**src/rtl/riscv_defs.sv**
```systemverilog
// Shared encodings for the core's memory path: access lengths, controller state,
// the capture tag carried through the read pipeline, and the IO window address bit.
package riscv_defs;

    localparam logic [1:0] LEN_B = 2'b00;
    localparam logic [1:0] LEN_H = 2'b01;
    localparam logic [1:0] LEN_W = 2'b11;

    localparam int IO_ADDR_BIT = 17;
    localparam int RD_LAT_DEF  = 2;

    typedef enum logic [1:0] {
        ST_IDLE = 2'd0,
        ST_RD   = 2'd1,
        ST_WR   = 2'd2
    } mc_state_t;

    typedef struct packed {
        logic       vld;
        logic [1:0] idx;
    } rd_tag_t;

    // 2'b10 is not a legal length; it is handled as a full word
    function automatic logic [2:0] len_bytes(input logic [1:0] len);
        case (len)
            LEN_B:   return 3'd1;
            LEN_H:   return 3'd2;
            default: return 3'd4;
        endcase
    endfunction

endpackage

```
**src/rtl/mem_ctrl.sv**
```systemverilog
// Byte-wide external bus owner: arbitrates fetch vs data port and sequences each
// word access into pipelined little-endian byte transactions, honouring rdy_in.
module mem_ctrl
    import riscv_defs::*;
#(
    parameter int ADDR_W = 32,
    parameter int RD_LAT = RD_LAT_DEF
) (
    input  logic              clk_in,
    input  logic              rst_in,
    input  logic              rdy_in,
    input  logic              if_req_i,
    input  logic [ADDR_W-1:0] if_addr_i,
    output logic              if_done_o,
    output logic [31:0]       if_data_o,
    input  logic              dm_req_i,
    input  logic              dm_we_i,
    input  logic [ADDR_W-1:0] dm_addr_i,
    input  logic [1:0]        dm_len_i,
    input  logic [31:0]       dm_wdata_i,
    output logic              dm_done_o,
    output logic [31:0]       dm_rdata_o,
    input  logic [7:0]        mem_din,
    output logic [7:0]        mem_dout,
    output logic [ADDR_W-1:0] mem_a,
    output logic              mem_wr,
    output logic              busy_o
);

    mc_state_t         state;
    logic              sel_dm;
    logic              paused_q;
    logic              wr_q;
    logic [ADDR_W-1:0] base;
    logic [ADDR_W-1:0] mem_a_q;
    logic [2:0]        nbytes;
    logic [2:0]        iss_idx;
    logic [2:0]        cap_cnt;
    logic [31:0]       wdata_q;
    logic [31:0]       asm_q;
    logic [31:0]       asm_nxt;
    logic [7:0]        dout_q;
    rd_tag_t           rd_pipe [RD_LAT:0];
    logic              rd_resume;
    logic              last_cap;

    // On resume the oldest uncaptured byte goes straight onto the bus so the
    // restart costs no extra cycle beyond the read latency.
    assign rd_resume = paused_q && rdy_in && (state == ST_RD);
    assign mem_a     = rd_resume ? base + ADDR_W'(cap_cnt) : mem_a_q;
    assign mem_wr    = wr_q && rdy_in;
    assign mem_dout  = mem_wr ? dout_q : 8'h00;
    assign busy_o    = (state != ST_IDLE);

    always_comb begin
        asm_nxt = asm_q;
        asm_nxt[8*rd_pipe[RD_LAT].idx +: 8] = mem_din;
        last_cap = rd_pipe[RD_LAT].vld && ({1'b0, rd_pipe[RD_LAT].idx} == nbytes - 3'd1);
    end

    always_ff @(posedge clk_in or posedge rst_in) begin
        if (rst_in) begin
            state      <= ST_IDLE;
            sel_dm     <= 1'b0;
            paused_q   <= 1'b0;
            wr_q       <= 1'b0;
            base       <= '0;
            mem_a_q    <= '0;
            nbytes     <= '0;
            iss_idx    <= '0;
            cap_cnt    <= '0;
            wdata_q    <= '0;
            asm_q      <= '0;
            dout_q     <= '0;
            if_done_o  <= 1'b0;
            if_data_o  <= '0;
            dm_done_o  <= 1'b0;
            dm_rdata_o <= '0;
            for (int k = 0; k <= RD_LAT; k++) rd_pipe[k] <= '0;
        end else begin
            paused_q <= !rdy_in;
            if (rdy_in) begin
                if_done_o <= 1'b0;
                dm_done_o <= 1'b0;
                case (state)
                    // the done cycle is also an IDLE cycle but never grants
                    ST_IDLE: if (!if_done_o && !dm_done_o && (dm_req_i || if_req_i)) begin
                        sel_dm  <= dm_req_i;
                        base    <= dm_req_i ? dm_addr_i : if_addr_i;
                        mem_a_q <= dm_req_i ? dm_addr_i : if_addr_i;
                        nbytes  <= dm_req_i ? len_bytes(dm_len_i) : 3'd4;
                        wdata_q <= dm_wdata_i;
                        iss_idx <= 3'd1;
                        cap_cnt <= '0;
                        asm_q   <= '0;
                        if (dm_req_i && dm_we_i) begin
                            state  <= ST_WR;
                            wr_q   <= 1'b1;
                            dout_q <= dm_wdata_i[7:0];
                        end else begin
                            state      <= ST_RD;
                            rd_pipe[0] <= '{1'b1, 2'd0};
                        end
                    end
                    ST_RD: begin
                        if (rd_resume) begin
                            for (int k = 0; k <= RD_LAT; k++) rd_pipe[k] <= '0;
                            rd_pipe[1] <= '{1'b1, cap_cnt[1:0]};
                            if (cap_cnt + 3'd1 < nbytes) begin
                                mem_a_q    <= base + ADDR_W'(cap_cnt + 3'd1);
                                rd_pipe[0] <= '{1'b1, 2'(cap_cnt + 3'd1)};
                                iss_idx    <= cap_cnt + 3'd2;
                            end else begin
                                mem_a_q <= base + ADDR_W'(cap_cnt);
                                iss_idx <= cap_cnt + 3'd1;
                            end
                        end else begin
                            for (int k = 1; k <= RD_LAT; k++) rd_pipe[k] <= rd_pipe[k-1];
                            rd_pipe[0] <= '0;
                            if (iss_idx < nbytes) begin
                                mem_a_q    <= base + ADDR_W'(iss_idx);
                                rd_pipe[0] <= '{1'b1, iss_idx[1:0]};
                                iss_idx    <= iss_idx + 3'd1;
                            end
                            if (rd_pipe[RD_LAT].vld) begin
                                asm_q   <= asm_nxt;
                                cap_cnt <= cap_cnt + 3'd1;
                            end
                            if (last_cap) begin
                                state <= ST_IDLE;
                                if (sel_dm) begin
                                    dm_done_o  <= 1'b1;
                                    dm_rdata_o <= asm_nxt;
                                end else begin
                                    if_done_o <= 1'b1;
                                    if_data_o <= asm_nxt;
                                end
                            end
                        end
                    end
                    // a paused write byte stays on the bus and is rewritten on resume
                    ST_WR: begin
                        if (iss_idx < nbytes) begin
                            mem_a_q <= base + ADDR_W'(iss_idx);
                            dout_q  <= wdata_q[8*iss_idx +: 8];
                            iss_idx <= iss_idx + 3'd1;
                        end else begin
                            wr_q      <= 1'b0;
                            dout_q    <= '0;
                            dm_done_o <= 1'b1;
                            state     <= ST_IDLE;
                        end
                    end
                    default: state <= ST_IDLE;
                endcase
            end
        end
    end

endmodule

```
**config.mk**
```make
export PLATFORM = sky130hd
export DESIGN_NAME = mem_ctrl
export DESIGN_NICKNAME = d
export VERILOG_FILES = /design/src/rtl/riscv_defs.sv /design/src/rtl/mem_ctrl.sv
export SDC_FILE = /design/constraint.sdc
export NUM_CORES = 1
export LEC_CHECK = 0
export BUFFER_PORTS_ARGS = -buffer_cell sky130_fd_sc_hd__clkbuf_2
export CAP_MARGIN = 20
export CELL_PAD_IN_SITES_DETAIL_PLACEMENT = 0
export CELL_PAD_IN_SITES_GLOBAL_PLACEMENT = 1
export CORE_ASPECT_RATIO = 1.75
export CORE_UTILIZATION = 47
export CTS_CLUSTER_SIZE = 14
export DETAILED_ROUTE_END_ITERATION = 12
export GPL_TIMING_DRIVEN = 0
export PLACE_DENSITY_LB_ADDON = 0.2
export SYNTH_ARGS = -nofsm -noshare
export SYNTH_HDL_FRONTEND = slang
export SYNTH_SLANG_ARGS = --single-unit
```
**constraint.sdc**
```tcl
create_clock -name clk_in -period 26.2 [get_ports clk_in]
set_input_delay 6.55 -clock clk_in [delete_from_list [all_inputs] [get_ports clk_in]]
set_output_delay 6.55 -clock clk_in [all_outputs]
set_load 0.005 [all_outputs]
```
## Word level (Yosys, flattened, before mapping)

Cells that the tools add are included.

- Add/sub/neg operators: 9
- Magnitude comparators: 2
- Eq/ne operators: 11
- Shifts and indexed selects: 3
- Multiplexer cells: 53
- Bitwise gates (word level): 2
- Reduce and logical (&&, ||, !) cells: 27

Operators by type and width:

| cell | number |
|---|---|
| 32-bit two-way mux | 9 |
| 32-bit case mux with 3 select lines | 1 |
| 32-bit by 3-bit adder with 32-bit output | 2 |
| 32-bit case mux with 2 select lines | 1 |
| 3-bit two-way mux | 12 |
| 5-bit negator with 34-bit output | 1 |
| 8-bit by 34-bit variable shift with 32-bit output (first input constant) | 1 |
| 8-bit by 34-bit variable part select with 32-bit output | 1 |
| 32-bit by 4-bit adder with 32-bit output | 1 |
| 32-bit bitwise mux | 1 |
| 8-bit two-way mux | 4 |
| 32-bit by 7-bit variable part select with 8-bit output | 1 |
| 5-bit AND reduction | 5 |
| 3-bit case mux with 2 select lines | 3 |
| 8-bit case mux with 2 select lines | 1 |
| 2-bit != test (second input constant) | 7 |
| 1-bit two-way mux | 11 |
| 2-bit two-way mux | 5 |
| 9-bit two-way mux | 1 |
| 3-bit case mux with 3 select lines | 1 |
| 4-bit AND reduction | 2 |
| 1-bit logical AND | 7 |
| 3-bit by 1-bit adder with 3-bit output (second input constant) | 2 |
| 3-bit < comparator | 2 |
| 16 further kinds | 25 |

- Register bits after elaboration: 225
- Bits of input ports: 112
- Word-level logic and storage cells: 129

## Longest topological paths before layout

Gate-level depths: netlist of run 1.

- Depth after elaboration: 6
- Mapped depth: 12
- Gate-level depth less buffers: 11

## Least setup slack after synthesis of run 1

Ideal clock, no wire load.

- Path type: in2out
- Start: input rdy_in
- End: output mem_a[10]
- Data arrival time: 7928 ps
- Required time: 19650 ps
- Slack: 11722 ps
- Stages on the path: 8
- Path buffers: 5
- Cells stage by stage: buf_2 -> nand3_1 -> buf_2 -> clkbuf_1 -> buf_2 -> buf_1 -> nand2_1 -> o21ai_0

- Word-level cells in the longest chain between the ends: 3

Ends and longest elaborated chain:

| what | line | source |
|---|---|---|
| start, declared | mem_ctrl.sv:11 | `input logic rdy_in,` |
| 1-bit logical AND (2 in series) | mem_ctrl.sv:49 | `assign rd_resume = paused_q && rdy_in && (state == ST_RD);` |
| 32-bit two-way mux | mem_ctrl.sv:50 | `assign mem_a = rd_resume ? base + ADDR_W'(cap_cnt) : mem_a_q;` |
| end, declared | mem_ctrl.sv:25 | `output logic [ADDR_W-1:0] mem_a,` |

No other way between the ends.

## Worst setup path after layout of run 1

- Start: input rdy_in
- End: output mem_a[30]

The elaborated chain is that of the path after synthesis.

==> out/summary.txt, run 1 <==
status -> finished, final reports clean
Syn Nets -> 1622
Synth async-reset ratio -> 100%
Final Net Count -> 1861
Multi-input gate area -> 6970 um2
Slew Limit Fails -> 0
Pleak -> 7.09 nW
Hold Path Depth -> 2
hold slack -> 475 ps
r2r worst-path depth -> 10
Synth Flop Type -> dfrtp_1
die height -> 225 um
die area -> 29000 um2
wire per inst -> 24.0 um
global placement routability congestion -> 1.00
final WL -> 50.7 mm
WP data arrival -> 9130 ps
Reg2Reg Setup Slack -> 22700 ps
delay of the slowest critical-path stage -> 560 ps
crit-path leading delay family -> buffers and inverters
vias -> 12330
Setup-failing EPs final -> 0
DR pass1 iterations -> 6
Synth Instances -> 1481
Synth Area in XOR/XNOR -> 5.86%
Hold Path Class -> flip-flop to flip-flop
largest net degree at the start of global routing -> 130
worst-path maximum fanout -> 10
GR Overflow Total -> 0
Synth Area in Compound Gates -> 18.1%
crit path max-delay cell type -> clkbuf_1
DRT antenna net count -> 0
Core Util, Final -> 56.3%
CTS tree -> done
Placed Cells -> 2066
largest family of logic cells by synthesized area -> compound AO/OA/AOI/OAI gates
most used cell, CP -> buf_2
CP Class -> input port to output pin
startpoint types -> input port
GRT Util Overall -> 35.8%
Ant. Diodes -> 0
htree depth -> 1
Fillers -> 2617
crit-path cells -> buf_2, nand3_1, buf_2, clkbuf_1, buf_2, buf_1, nand2_1, o21ai_0, clkbuf_2
final count of hold timing violations -> 0
DR iter-0 viols -> 702
# Post-CTS Setup Buffers -> 0
port buffer count -> 210
Syn-to-layout area delta -> 18.0%
setup repair after global routing missed its margin -> false
worst-skew pair later-pin latency -> 560 ps
number of CTS-inserted buffers -> 23
die width -> 129 um
number of global-route vias before repair -> 12338
Slew Limit Headroom -> 21.6%
sequential fraction of the synthesis area -> 42.3%
number of synthesized flops with an enable pin -> 0
Core Area -> 27900 um2
worst-margin pin slew -> 1180 ps
Final TNS setup -> 0 ps
post-synthesis adder-cell area fraction -> 2.90%
Netlist Area Pre-Place -> 13300 um2
register bit total from synthesis -> 225
Syn Area/Cell -> 8.98 um2
WHS Endpoint -> dm_rdata_o[26]
Clock Root Buffer -> clkbuf_16
layout cells sized above 1 -> 22.6%
Reg area -> 5630 um2
Fmax -> 63.8 MHz
max_cap viols -> 0
DP HPWL -> 39.0 mm
# rows -> 81
first-pass GRT wire length -> 75.2 mm
CTS Hold Bufs -> 0
Post-CTS Resized -> 0
Ports -> 220
initial antenna violation count -> 0
Synth cell types -> 74
fin crit share -> 59.9%
DR vias/cell -> 5.85
deepest clock path buffer count -> 3
reg2reg end -> mem_a_q[20]
PwrDens -> 114 nW/um2
R2R Path Start -> iss_idx[1]
skew final -> 27.4 ps
synth warn -> 0
drt drc -> 0
Synth Area in Simple Gates -> 18.0%
Initial Util -> 47.7%
Hold Crit Start -> dm_rdata_o[26]
WP buf/inv -> 6
Required @ worst endpoint -> 19650 ps
CTS Sinks -> 225
clock slew at reported path FFs -> 60 ps
crit path capture type -> output pin
mux cell area share after synthesis -> 7.49%
Design Power -> 1.78 mW
fin cells -> 2109
Tmin final -> 15680 ps
VDD IR-drop max -> 0.0000706 V
-- per-stage QoR --
stage               setup WS [ps]  area, um2
finish                      10520      15700
global route                10390      15700
CTS                         10620      15700
detailed placement          10640      14900
global placement            10630      14800
floorplan                   11720      13300
-- synthesized netlist by cell type, types with 5 or more instances --
cell type,instances,area (um2)
a31o_2,6,52.6
nand3b_1,5,37.5
nand4_1,15,93.8
buf_4,12,90.1
nor3_1,30,150
xnor2_1,49,429
nor4_1,7,43.8
mux4_2,8,180
a21oi_1,156,781
o21ai_0,132,661
nor3b_1,8,60.1
ha_1,26,325
nand2b_1,7,43.8
a22o_1,33,289
mux2i_1,32,320
o22ai_1,16,100
mux2_2,44,495
and2_1,9,56.3
and3_1,24,150
nand2_1,168,631
nor2_1,120,450
buf_2,35,175
nor2b_1,37,231
buf_1,11,41.3
a31oi_1,14,87.6
dfrtp_1,225,5630
xor2_1,40,350
nand3_1,31,155
clkbuf_1,62,233
inv_1,35,131
a21o_1,5,37.5
-- worst min-delay path: stages (launching register included) --
cell	delay, ps
dfrtp_1	340
nand2_1	40
o21ai_0	60
-- layout by cell type, fill, tap and decap left out, drive strengths merged, types with 40 or more instances in the layout --
cell type / count
mux2: 44
xor2: 40
nor2: 122
o21ai: 141
a21oi: 158
xnor2: 49
clkbuf: 303
buf: 64
dfrtp: 225
nand2: 168
-- area by class of cell --
type                    instances  share of cell area, %
multi-input cells            1097                   44.4
clock buffers                  30                   4.09
clock inverters                11                   1.08
flip-flops and latches        225                   35.9
well taps                     373                   2.97
repair buffers                214                   7.05
plain buffers                 123                   3.65
inverters                      36                  0.909
-- worst max-delay path by stage --
stage / startpoint / to / slack [ps] / depth (start not counted)
after floorplan: rdy_in / mem_a[10] / 11720 / 8
after global placement: rdy_in / mem_a[26] / 10630 / 9
after detailed placement: rdy_in / mem_a[30] / 10640 / 9
after CTS: rdy_in / mem_a[30] / 10620 / 9
after global routing: rdy_in / mem_a[30] / 10390 / 9
final: rdy_in / mem_a[30] / 10520 / 9
-- per-layer routing --
| metal | track usage, % | vias up | part of all wire (%) |
|---|---|---|---|
| met3 | 4.69 | 201 | 4.4 |
| li1 | - | 5671 | - |
| met1 | 35.4 | 5958 | 34 |
| met4 | 29.1 | 0 | 9.4 |
| met5 | 0 | - | 0 |
| met2 | 65.3 | 500 | 52 |
-- registers in the layout, summed over array words and instances (netlist names) --
name / count
asm_q: 32
base: 32
dm_rdata_o: 32
if_data_o: 32
mem_a_q: 32
wdata_q: 32
rd_pipe: 9
dout_q: 8
cap_cnt: 3
iss_idx: 3
nbytes: 3
state: 2
dm_done_o: 1
if_done_o: 1
paused_q: 1
sel_dm: 1
wr_q: 1
-- logic make-up (layout without fill, tap and decap cells) --
group / Yosys count / count (layout)
DFF: 225 / 225
xor gates and xnor gates: 89 / 89
and+or+nand+nor: 489 / 489
buffers and inverters: 159 / 414
muxes: 84 / 84
adders and majority gates: 29 / 29
AOI/OAI and AO/OA: 406 / 406
-- power by group --
group / leakage, nW / total, mW / switching (mW) / internal, mW
Combinational: 3.82 / 0.902 / 0.578 / 0.325
Sequential: 2.88 / 0.519 / 0.0693 / 0.449
Clock: 0.395 / 0.361 / 0.148 / 0.213
Note: power is estimated with default switching activity, not from simulation.
==> inputs of run 2 (changes only) <==
Settings changed: CORE_UTILIZATION 47 to 43.
Clock period 26.2 ns to 16.4 ns, I/O delays scaled along.
==> out/summary.txt, run 2 (synthesis results as in run 1) <==
crit path capture type -> output pin
Fmax -> 93.6 MHz
vias -> 12246 (-0.68%)
Syn-to-layout area delta -> 18.1%
CTS tree -> done
CP Class -> input port to output pin
Core Area -> 30300 um2 (+8.6%)
# rows -> 84 (+3.7%)
Hold Path Depth -> 2 (unchanged)
Hold Crit Start -> dm_rdata_o[4]
DR iter-0 viols -> 653 (-7.0%)
worst setup path startpoint -> rdy_in
DRT antenna net count -> 0 (unchanged)
DP HPWL -> 40.2 mm (+3.1%)
Ports -> 220 (unchanged)
WP data arrival -> 6580 ps (-2550 ps)
VDD IR-drop max -> 0.000103 V (+46%)
DR vias/cell -> 5.77 (-1.4%)
die area -> 31700 um2 (+9.2%)
hold slack -> 476 ps (+0.787 ps)
drt drc -> 0 (unchanged)
status -> finished, final reports clean
worst-margin pin slew -> 1060 ps (-116 ps)
# Post-CTS Setup Buffers -> 0 (unchanged)
final count of hold timing violations -> 0 (unchanged)
commonest non-fill, non-tap cells in the layout -> dfrtp_1 (225), clkbuf_2 (210), nand2_1 (168)
Slew Limit Headroom -> 27.4% (+5.7 points)
Fillers -> 2923 (+12%)
final WL -> 52.5 mm (+3.6%)
R2R Path Start -> iss_idx[1]
DR pass1 iterations -> 6 (unchanged)
Design Power -> 2.86 mW (+60%)
deepest clock path buffer count -> 3 (unchanged)
first-pass GRT wire length -> 78.3 mm (+4.1%)
wire per inst -> 24.7 um (+2.9%)
Slew Limit Fails -> 0 (unchanged)
PwrDens -> 182 nW/um2 (+60%)
die height -> 235 um (+4.5%)
Hold Path Class -> flip-flop to flip-flop
startpoint types -> input port
worst-path maximum fanout -> 10 (unchanged)
Post-CTS Resized -> 0 (unchanged)
initial antenna violation count -> 2 (+2)
number of CTS-inserted buffers -> 24 (+4.3%)
htree depth -> 1 (unchanged)
skew final -> 19.0 ps (-8.38 ps)
r2r worst-path depth -> 10 (unchanged)
Final TNS setup -> 0 ps (unchanged)
CTS Hold Bufs -> 0 (unchanged)
worst-skew pair later-pin latency -> 550 ps (about the same)
fin crit share -> 65.1%
Tmin final -> 10680 ps
die width -> 135 um (+4.5%)
commonest non-fill, non-tap cell in the layout -> dfrtp_1
Clock Root Buffer -> clkbuf_16
global placement routability congestion -> 0.993 (-1.0%)
Pleak -> 7.09 nW (about the same)
layout cells sized above 1 -> 22.6% (-0.045 points)
clock slew at reported path FFs -> 60 ps (about the same)
max_cap viols -> 0 (unchanged)
port buffer count -> 210 (unchanged)
Final Net Count -> 1862 (+0.054%)
Required @ worst endpoint -> 12300 ps (-7350 ps)
Setup-failing EPs final -> 0 (unchanged)
largest net degree at the start of global routing -> 115 (-12%)
CTS Sinks -> 225 (unchanged)
Initial Util -> 44.0% (-3.8 points)
GRT Util Overall -> 33.7% (-2.1 points)
GR Overflow Total -> 0 (unchanged)
setup repair after global routing missed its margin -> false
number of global-route vias before repair -> 12713 (+3.0%)
[run 2: changes by cell type in the layout (fill, tap and decap cells not counted)]
cell | previous run | this run
bufinv_16 | 4 | 3
clkbuf_16 | 23 | 24
clkinv_2 | 3 | 2
clkinv_8 | 0 | 1
diode_2 | 0 | 2
inv_6 | 1 | 0
[run 2: critical path: stages]
cell	delay, ps
buf_2	150
nand3_1	160
buf_2	310
clkbuf_1	490
buf_2	370
buf_1	540
nand2_1	100
o21ai_0	180
clkbuf_2	180
[run 2: metal layers]
| layer | share of wire [%] | up-vias | global-route usage (%) |
|---|---|---|---|
| met5 | 0 | - | 0 |
| met4 | 8.7 | 0 | 26.3 |
| met3 | 4.4 | 176 | 4.12 |
| met2 | 53 | 444 | 61.4 |
| met1 | 34 | 5969 | 34.0 |
| li1 | - | 5657 | - |
[run 2: where the power goes]
| part | internal [mW] | total [mW] | switching, mW |
|---|---|---|---|
| clock | 0.335 | 0.576 | 0.241 |
| sequential | 0.718 | 0.827 | 0.110 |
| combinational | 0.518 | 1.46 | 0.937 |
[run 2: area by class of cell]
type | count | area (um2) | share of cell area (%)
timing repair buffer | 214 | 1110 | 7.04
clock inverter | 9 | 143 | 0.907
clock buffer | 31 | 667 | 4.24
sequential | 225 | 5630 | 35.8
tap | 387 | 484 | 3.08
buffer | 123 | 573 | 3.65
inverter | 36 | 143 | 0.907
antenna | 2 | 5.00 | 0.0318
multi-input combinational | 1097 | 6970 | 44.3
[run 2: worst paths after layout]
kind	to	slack [ps]
max reg2reg	mem_a_q[20]	12840
max in group asynchronous	if_data_o[8]	11600
min in group asynchronous	dm_rdata_o[5]	3690
min	dm_rdata_o[4]	480
min reg2reg	dm_rdata_o[4]	480
max	mem_a[4]	5720
[run 2: metrics by stage]
stage	setup slack, ps	std cells	area (um2)	util (%)
finish	5720	2124	15700	51.9
global route	5630	2124	15700	51.9
CTS	5800	2120	15700	51.8
detailed placement	5800	2080	14900	49.2
global placement	3240	2078	14800	49.0
floorplan	6140	1481	13300	-
